<file path="src/rtl/display_arbiter.sv">
`default_nettype none
// ============================================================================
// Module   : display_arbiter
// Brief    : Round-robin owner of a shared 4-digit display with minimum dwell.
//            Optional blank gap between owners: define DISPLAY_ARB_BLANK_EN.
// Revision : 1.0
// ============================================================================
module display_arbiter #(
  parameter int NUM_REQ      = 4,
  parameter int DWELL_CYCLES = 100000,
  parameter int CNT_W        = 17,
  parameter int BLANK_CYCLES = 1000
) (
  input  logic                   clock,
  input  logic                   reset_n,
  input  logic [NUM_REQ-1:0]     req,
  input  logic [16*NUM_REQ-1:0]  value,
  output logic [NUM_REQ-1:0]     grant,
  output logic                   valid,
  output logic [3:0]             digit_1,
  output logic [3:0]             digit_2,
  output logic [3:0]             digit_3,
  output logic [3:0]             digit_4
);

  localparam int              C_IDX_W     = (NUM_REQ > 1) ? $clog2(NUM_REQ) : 1;
  localparam logic [CNT_W-1:0] C_DWELL_MAX = CNT_W'(DWELL_CYCLES - 1);
  localparam logic [C_IDX_W-1:0] C_LAST_RST = C_IDX_W'(NUM_REQ - 1);

  typedef enum logic [1:0] {
    ST_IDLE  = 2'd0,
    ST_OWN   = 2'd1
`ifdef DISPLAY_ARB_BLANK_EN
    , ST_BLANK = 2'd2
`endif
  } state_t;

  state_t               state_q, state_d;
  logic [NUM_REQ-1:0]   grant_q, grant_d;
  logic                 valid_q, valid_d;
  logic [15:0]          digits_q, digits_d;
  logic [CNT_W-1:0]     cnt_q, cnt_d;
  logic [C_IDX_W-1:0]   owner_q, owner_d;
  logic [C_IDX_W-1:0]   last_q, last_d;

  // Returns {found, index}: first set bit of mask after base, wrapping so base is tried last.
  function automatic logic [C_IDX_W:0] rr_pick(input logic [NUM_REQ-1:0] mask,
                                               input logic [C_IDX_W-1:0] base);
    logic               found;
    logic [C_IDX_W-1:0] idx;
    int                 k;
    found = 1'b0;
    idx   = '0;
    for (int n = 1; n <= NUM_REQ; n++) begin
      k = (int'(base) + n) % NUM_REQ;
      if (!found && mask[k]) begin
        found = 1'b1;
        idx   = C_IDX_W'(k);
      end
    end
    return {found, idx};
  endfunction

  logic [NUM_REQ-1:0] others;
  logic [C_IDX_W:0]   pick_all;
  logic [C_IDX_W:0]   pick_oth;
  logic               own_req;
  logic               do_switch;

  always_comb begin
    others    = req & ~grant_q;
    own_req   = |(req & grant_q);
    pick_all  = rr_pick(req, last_q);
    pick_oth  = rr_pick(others, owner_q);
    do_switch = (|others) && (!own_req || (cnt_q == C_DWELL_MAX));

    state_d  = state_q;
    grant_d  = grant_q;
    valid_d  = valid_q;
    digits_d = digits_q;
    cnt_d    = cnt_q;
    owner_d  = owner_q;
    last_d   = last_q;

    case (state_q)
      ST_IDLE: begin
        if (pick_all[C_IDX_W]) begin
          state_d  = ST_OWN;
          owner_d  = pick_all[C_IDX_W-1:0];
          last_d   = pick_all[C_IDX_W-1:0];
          grant_d  = NUM_REQ'(1) << pick_all[C_IDX_W-1:0];
          valid_d  = 1'b1;
          digits_d = value[16*pick_all[C_IDX_W-1:0] +: 16];
          cnt_d    = '0;
        end
      end
      ST_OWN: begin
        digits_d = value[16*owner_q +: 16];
        if (cnt_q != C_DWELL_MAX) begin
          cnt_d = cnt_q + 1'b1;
        end
        if (do_switch) begin
`ifdef DISPLAY_ARB_BLANK_EN
          // last_q keeps the old owner so the post-blank search ranks it last.
          state_d  = ST_BLANK;
          grant_d  = '0;
          valid_d  = 1'b0;
          digits_d = '0;
          cnt_d    = '0;
`else
          owner_d  = pick_oth[C_IDX_W-1:0];
          last_d   = pick_oth[C_IDX_W-1:0];
          grant_d  = NUM_REQ'(1) << pick_oth[C_IDX_W-1:0];
          digits_d = value[16*pick_oth[C_IDX_W-1:0] +: 16];
          cnt_d    = '0;
`endif
        end else if (!own_req) begin
          state_d  = ST_IDLE;
          grant_d  = '0;
          valid_d  = 1'b0;
          digits_d = '0;
          cnt_d    = '0;
        end
      end
`ifdef DISPLAY_ARB_BLANK_EN
      ST_BLANK: begin
        if (cnt_q == CNT_W'(BLANK_CYCLES - 1)) begin
          cnt_d = '0;
          if (pick_all[C_IDX_W]) begin
            state_d  = ST_OWN;
            owner_d  = pick_all[C_IDX_W-1:0];
            last_d   = pick_all[C_IDX_W-1:0];
            grant_d  = NUM_REQ'(1) << pick_all[C_IDX_W-1:0];
            valid_d  = 1'b1;
            digits_d = value[16*pick_all[C_IDX_W-1:0] +: 16];
          end else begin
            state_d = ST_IDLE;
          end
        end else begin
          cnt_d = cnt_q + 1'b1;
        end
      end
`endif
      default: begin
        state_d  = ST_IDLE;
        grant_d  = '0;
        valid_d  = 1'b0;
        digits_d = '0;
        cnt_d    = '0;
      end
    endcase
  end

  always_ff @(posedge clock) begin
    if (!reset_n) begin
      state_q  <= ST_IDLE;
      grant_q  <= '0;
      valid_q  <= 1'b0;
      digits_q <= '0;
      cnt_q    <= '0;
      owner_q  <= '0;
      last_q   <= C_LAST_RST;
    end else begin
      state_q  <= state_d;
      grant_q  <= grant_d;
      valid_q  <= valid_d;
      digits_q <= digits_d;
      cnt_q    <= cnt_d;
      owner_q  <= owner_d;
      last_q   <= last_d;
    end
  end

  assign grant   = grant_q;
  assign valid   = valid_q;
  assign digit_1 = digits_q[3:0];
  assign digit_2 = digits_q[7:4];
  assign digit_3 = digits_q[11:8];
  assign digit_4 = digits_q[15:12];

endmodule
`default_nettype wire
</file>
<file path="config.mk">
export PLATFORM = sky130hd
export DESIGN_NAME = display_arbiter
export DESIGN_NICKNAME = d
export VERILOG_FILES = /design/src/rtl/display_arbiter.sv
export SDC_FILE = /design/constraint.sdc
export NUM_CORES = 1
export LEC_CHECK = 0
export CAP_MARGIN = 20
export CORE_MARGIN = 4
export CORE_UTILIZATION = 46
export DETAILED_ROUTE_END_ITERATION = 16
export GPL_ROUTABILITY_DRIVEN = 1
export PLACE_DENSITY = 0.78
export REMOVE_ABC_BUFFERS = 1
export SYNTH_ARGS = -nofsm -noshare
export SYNTH_HDL_FRONTEND = slang
export SYNTH_SLANG_ARGS = --single-unit
export TNS_END_PERCENT = 5
</file>
<file path="constraint.sdc">
create_clock -name clock -period 2.2 [get_ports clock]
set_input_delay 0.33 -clock clock [delete_from_list [all_inputs] [get_ports clock]]
set_output_delay 0.33 -clock clock [all_outputs]
set_load 0.005 [all_outputs]
</file>
* After elaboration in Yosys (flattened, before gate mapping)
Cells that the tools add are included.
** Operators by class
- Muxes and demuxes :: 63
- Bitwise gates (word level) :: 11
- Reductions and logical operators :: 31
- Equality and inequality tests :: 9
- Shifts and indexed selects :: 5
- $add $sub $neg :: 9
- Magnitude comparators :: 8
** Operators with widths (number)
- $shiftx 64x7->16 :: 3
- $mux 17 :: 4
- $mux 16 :: 3
- $pmux 17 s2 :: 1
- $lt 3x4->1 const B :: 8
- $pmux 16 s2 :: 1
- $mux 1 :: 26
- $mux 2 :: 13
- $add 17x1->17 const B :: 1
- $eq 17x17->1 const B :: 1
- $ne 17x17->1 const B :: 1
- $bmux 1 s2 :: 8
- $reduce_or 2->1 :: 8
- $mux 4 :: 3
- $add 2x1->2 const B :: 4
- $add 2x2->2 const B :: 4
- $and 1x1->1 const A :: 8
- $and 4x4->4 :: 2
- $ne 2x2->1 const B :: 4
- $pmux 2 s2 :: 2
- $pmux 4 s2 :: 1
- $reduce_or 4->1 :: 2
- $shl 1x2->4 const A :: 2
- $logic_and 1x1->1 :: 7
- 11 further kinds :: 19
** Storage, ports and cells
- Flip-flop bits (word level) :: 44
- Input bits :: 70
- Logic and storage cells :: 143
- Output and inout bits :: 21

* Logic depth before layout (Yosys ltp)
- Word-level depth :: 19
- Mapped depth :: 9
- Mapped depth without buffers :: 7

* Worst setup path after synthesis
Ideal clock, no wire load.
- Path type :: register to register
- Start point :: reg cnt_q[11]
- End point :: reg cnt_q[15]
- Data required time :: 2.085 ns
- Setup time :: 0.115 ns
- Stages on the path, launching flop included :: 9
- Path buffers :: 2
- Data arrival time :: 2.042 ns
- Period minus slack after synthesis :: 2.157 ns
- Path slack :: 0.043 ns
- Cells stage by stage :: dfxtp_1 or4b_4 nor4_4 a311o_2 and2_2 nand2b_1 buf_6 buf_6 nor2_1
** Between the ends
- Cells in the longest elaborated chain, start to end :: 5
- Elaborated cells on any way between the ends :: 11
- Classes of those cells :: add/sub (1); eq/ne (3); mux (4); reduce/logical (3)
** RTL lines
- start, declared :: line 42 : logic [CNT_W-1:0] cnt_q, cnt_d;
- start signal, assigned :: line 168 : cnt_q <= cnt_d;
- $add 17x1->17 / $eq 17x17->1 (equally long branches) :: line 100, 75
- $mux 17 / $logic_or 1x1->1 (equally long branches) :: line 99, 75
- $mux 17 / $logic_and 1x1->1 (equally long branches) :: line 117, 75
- $mux 17 / $ne 4x4->1 (equally long branches)
- $pmux 17 s2 / $reduce_and 2->1 (equally long branches)
Several ways; a longest one is shown, not always the timed one. The select of a mux whose other input is x is not followed.
A chain may end at the register's enable or synchronous reset.

* Worst setup path in the final report
- Start point :: reg cnt_q[13]
- End point :: reg digits_q[11]
** Between the ends
- Cells in the longest elaborated chain, start to end :: 5
** RTL lines
- $eq 17x17->1 :: line 75 : do_switch = (|others) && (!own_req || (cnt_q == C_DWELL_MAX));
- $logic_or 1x1->1 :: line 75
- $logic_and 1x1->1 :: line 75
- $mux 16 :: line 102 : if (do_switch) begin
- $pmux 16 s2 :: line 85 : case (state_q)
- end signal, assigned :: line 167 : digits_q <= digits_d;
- end, declared :: line 41 : logic [15:0] digits_q, digits_d;
Every way passes these cells.

==> run summary <==
The count of buffering cells on the critical path with inverters included is 2. The maximum fanout along the worst path is 13. The kind of cell with the highest combined delay along the critical path is simple AND/OR/NAND/NOR gates. The biggest area contributor in the post-synthesis netlist is sky130_fd_sc_hd__dfxtp_1. The later pin in the worst-skew pair is clocked with a latency of 0.30 ns. The total global routing track utilization came out at 25.8%.

The switching power share of the total came out at 36.9%. Leaving out fill and tap cells, the most frequent cells in the layout are sky130_fd_sc_hd__clkdlybuf4s50_1 (89), sky130_fd_sc_hd__nand2_1 (68), sky130_fd_sc_hd__buf_4 (57). The pin count of the biggest net entering global routing came out at 29. The clock sink total came out at 42. Sorting the synthesized cells by area gives the leading types as sky130_fd_sc_hd__dfxtp_1 (23%), sky130_fd_sc_hd__mux4_2 (9.9%), sky130_fd_sc_hd__mux2i_1 (8.5%). The worst min-delay path category is flop to flop. The slowest stage of the critical path is the sky130_fd_sc_hd__or4b_4 cell.

The predominant post-synthesis flop cell is sky130_fd_sc_hd__dfxtp_1. The worst setup timing slack at the placement stage is -0.280 ns. At the end of the flow, the number of nets in the layout was around 660.

The power density over cell area came out at around 630 nW/um^2. TritonCTS built the clock tree. The final-layout fill cell count came out at slightly above 600. The number of standard cells in the layout, taps in and fillers out came out at 690. The kind of capture point of the worst setup path is a flop. The number of antenna violations at the first check in global routing came out at 0. The width of the chip came out at 96.9 um. The data arrival time of the critical path is between 2 and 2.5 ns.

The clock passes through at most 2 buffers. The detailed placement HPWL came out at between 9 and 10 mm. The sequential cell area fraction in the yosys report came out at a little under a quarter. The number of antenna diodes in the final layout is 0. Data on the critical path is required at its endpoint by 2.45 ns. The cell sitting at the root of the clock tree is a sky130_fd_sc_hd__clkbuf_8. The cell area after technology mapping came out at 3640 um^2. The async set or reset register ratio after synthesis is 0%.

The static leakage power is 0.00223 uW. Max-cap violations in this run came to 0. For this block, the routed nets add up to 12.5 mm of wire.

The final hold slack is about 0.55 ns. The portion of the clock cycle consumed by the worst path in the final layout is 96.6%. The H-tree was split into 2 levels. The register-to-register setup slack came out at around 0.075 ns. The number of iterations in the first detailed-routing pass came out at 4. Clock-pin slew was measured on the worst setup and hold paths at 0.09 ns. The placeable core area is 7690 um^2. The max-slew violation total from the final report is 0. The share of power burned in registers is 28.7%.

The yosys synthesis warning count came out at 0. The total count of hold-check failures in the final report came out at 0. In this design, the stage delay of the slowest critical-path cell is approximately 0.55 ns. The mean post-synth cell area is 7.97 um^2.

The slew at the pin with the worst max-slew slack is 0.416 ns. The worst-case headroom to the max-slew limit is 72.1%. In the final layout, the share of cells above drive strength 1 is 22.1%.

For this run, the top clock speed supported by timing is 0.471 GHz. After detailed placement, the design holds a cell count of 681. The number of synthesized register bits is 42. The average via count per standard cell is 6.19.

The number of global-route vias before repair is roughly 4200. The cell count after synthesis came out at around 460. The number of rows created at floorplan came out at 32. Total power for the finished layout comes to 3340 uW. The die outline height is 96.9 um. The effective utilization at floorplan is 47.3%. The worst-case vdd ir drop is 0.000456 V. The antenna violation net count after detailed routing is 0. Setup repair after global routing could not meet its margin everywhere. The switching power came out at roughly 1200 uW. The overall via count from detail_route is 4270. The full die area is ~9400 um^2. Per report_power, the clock group accounts for 16.7% of the total. Across all setup checks in the final design, the least slack found is ~0.075 ns.

The number of buffers added by the clock tree synthesis step is 5. The run finished with clean final reports. The number of enable-type register cells in the synthesized netlist came out at 0. The first global-routing pass estimated 20.5 mm of wire.

The critical path goes through or4b_4, nor4_4, a21o_2, buf_4, nand3_1, buf_12, o221ai_1, a21o_1. The number of placed I/O pins is slightly above 90. Leaving out fill and tap cells, the most frequent cell in the layout is sky130_fd_sc_hd__clkdlybuf4s50_1.

STA classifies the critical path startpoint as a flop. The number of different library cells in the post-synthesis netlist is 59. The average routed wire per standard cell is 18.1 um. The congestion estimate from routability-driven global placement came to 0.924. Summed over all layers, the global routing overflow is 0. For the finished layout, the period the worst path requires is 2.12 ns. The internal cell power came out at between 2000 and 2500 uW. Buffers placed on the I/O ports in this run total 90. The setup path with the least slack is of type flop to flop. The area added between synthesis and finish is 46.0%. The final setup skew came out at 0.0109 ns. The share of power burned in combinational logic came out at about 55%. The number of DRC markers in iteration 0 came out at 235. Of the post-synthesis cell area, the dominant cell type holds 23.1%. Setup violations remaining at the end of the flow were counted as 0. The final routed DRC violation total came out at 0.
state kept, by name, summed over array words and instances, names as in the netlist:
| register | flops |
|---|---|
| digits_q | 16 |
| owner_q | 2 |
| last_q | 2 |
| valid | 1 |
| grant | 4 |
| cnt_q | 17 |
cells by family after synthesis:
logic type      Yosys count  synth area share [%]
simple gates            175                  23.6
xor+xnor                 14                  3.37
mux                      50                  19.4
fa+ha+maj                 1                 0.344
buf+inv                  44                  5.33
compound gates          130                  24.9
flops                    42                  23.1
final cells by class:
cell class / count / area (um^2) / area share (%)
multi-input combinational: 370 / 2700 / 50.8
timing repair buffer: 156 / 1500 / 28.3
clock buffer: 6 / 82.6 / 1.56
sequential: 42 / 842 / 15.9
clock inverter: 2 / 12.5 / 0.236
tap: 102 / 128 / 2.40
inverter: 12 / 45.0 / 0.848
routing by layer:
| layer | vias up | global-route usage, % | part of all wire, % |
|---|---|---|---|
| met4 | 0 | 8.42 | 1.8 |
| met2 | 219 | 44.7 | 49 |
| met5 | - | 0 | 0 |
| met1 | 2050 | 32.3 | 40 |
| met3 | 26 | 4.40 | 8.7 |
| li1 | 1975 | - | - |
final timing paths:
| kind | start | endpoint | depth (start not counted) |
|---|---|---|---|
| setup reg to reg | cnt_q[13] | digits_q[11] | 8 |
| hold / removal | cnt_q[1] | cnt_q[1] | 2 |
| hold reg to reg | cnt_q[1] | cnt_q[1] | 2 |
| setup / recovery | cnt_q[13] | digits_q[11] | 8 |
worst min-delay path: stages, from the launching register on:
cell                      delay [ns]
sky130_fd_sc_hd__dfxtp_1        0.34
sky130_fd_sc_hd__a21oi_1        0.12
sky130_fd_sc_hd__nor3_1         0.05
synth_stat cells, types with 2 or more instances:
cell,number
sky130_fd_sc_hd__a22o_1,3
sky130_fd_sc_hd__a21o_1,13
sky130_fd_sc_hd__o221a_2,7
sky130_fd_sc_hd__nand2_1,68
sky130_fd_sc_hd__or3_1,2
sky130_fd_sc_hd__buf_6,2
sky130_fd_sc_hd__o21ai_0,24
sky130_fd_sc_hd__a31oi_1,3
sky130_fd_sc_hd__a21oi_1,36
sky130_fd_sc_hd__nand3b_1,2
sky130_fd_sc_hd__xor2_1,12
sky130_fd_sc_hd__nand2b_1,9
sky130_fd_sc_hd__clkbuf_1,17
sky130_fd_sc_hd__or2_2,2
sky130_fd_sc_hd__and2_1,3
sky130_fd_sc_hd__o221ai_1,14
sky130_fd_sc_hd__a211o_1,4
sky130_fd_sc_hd__xnor2_1,2
sky130_fd_sc_hd__o211ai_1,6
sky130_fd_sc_hd__nor2_1,30
sky130_fd_sc_hd__mux2_2,3
sky130_fd_sc_hd__o311ai_0,4
sky130_fd_sc_hd__mux4_2,16
sky130_fd_sc_hd__buf_2,11
sky130_fd_sc_hd__nor2b_1,3
sky130_fd_sc_hd__nand4_1,7
sky130_fd_sc_hd__mux2i_1,31
sky130_fd_sc_hd__nor3_1,4
sky130_fd_sc_hd__buf_1,2
sky130_fd_sc_hd__and3_1,8
sky130_fd_sc_hd__inv_1,12
sky130_fd_sc_hd__nand3_1,28
sky130_fd_sc_hd__dfxtp_1,42
power by group through the flow:
stage / clock, uW / sequential, uW / combinational, uW
after floorplan: 0 / 993 / 882
final: 557 / 961 / 1820
after global placement: 0 / 967 / 1710
after global routing: 584 / 971 / 1960
after CTS: 561 / 953 / 1760
after detailed placement: 0 / 970 / 1750
metrics by stage:
step | TNS, ns | util, % | instance area, um^2
2_1_floorplan | -24.97 | - | 3490
3_3_place_gp | -5.69 | 66.5 | 5110
3_5_place_dp | -7.73 | 66.5 | 5110
4_1_cts | 0 | 67.7 | 5200
5_1_grt | -0.246 | 69.1 | 5310
6_report | 0 | 69.1 | 5310
what timing repair did:
action	in CTS	in global routing
pin swaps	1	5
setup buffers	0	1
endpoints found under the setup margin	14	36
endpoints found under the hold margin	0	0
gates resized for setup	0	24
hold buffers	0	0
No activity file was read; power rests on OpenSTA's default activity.
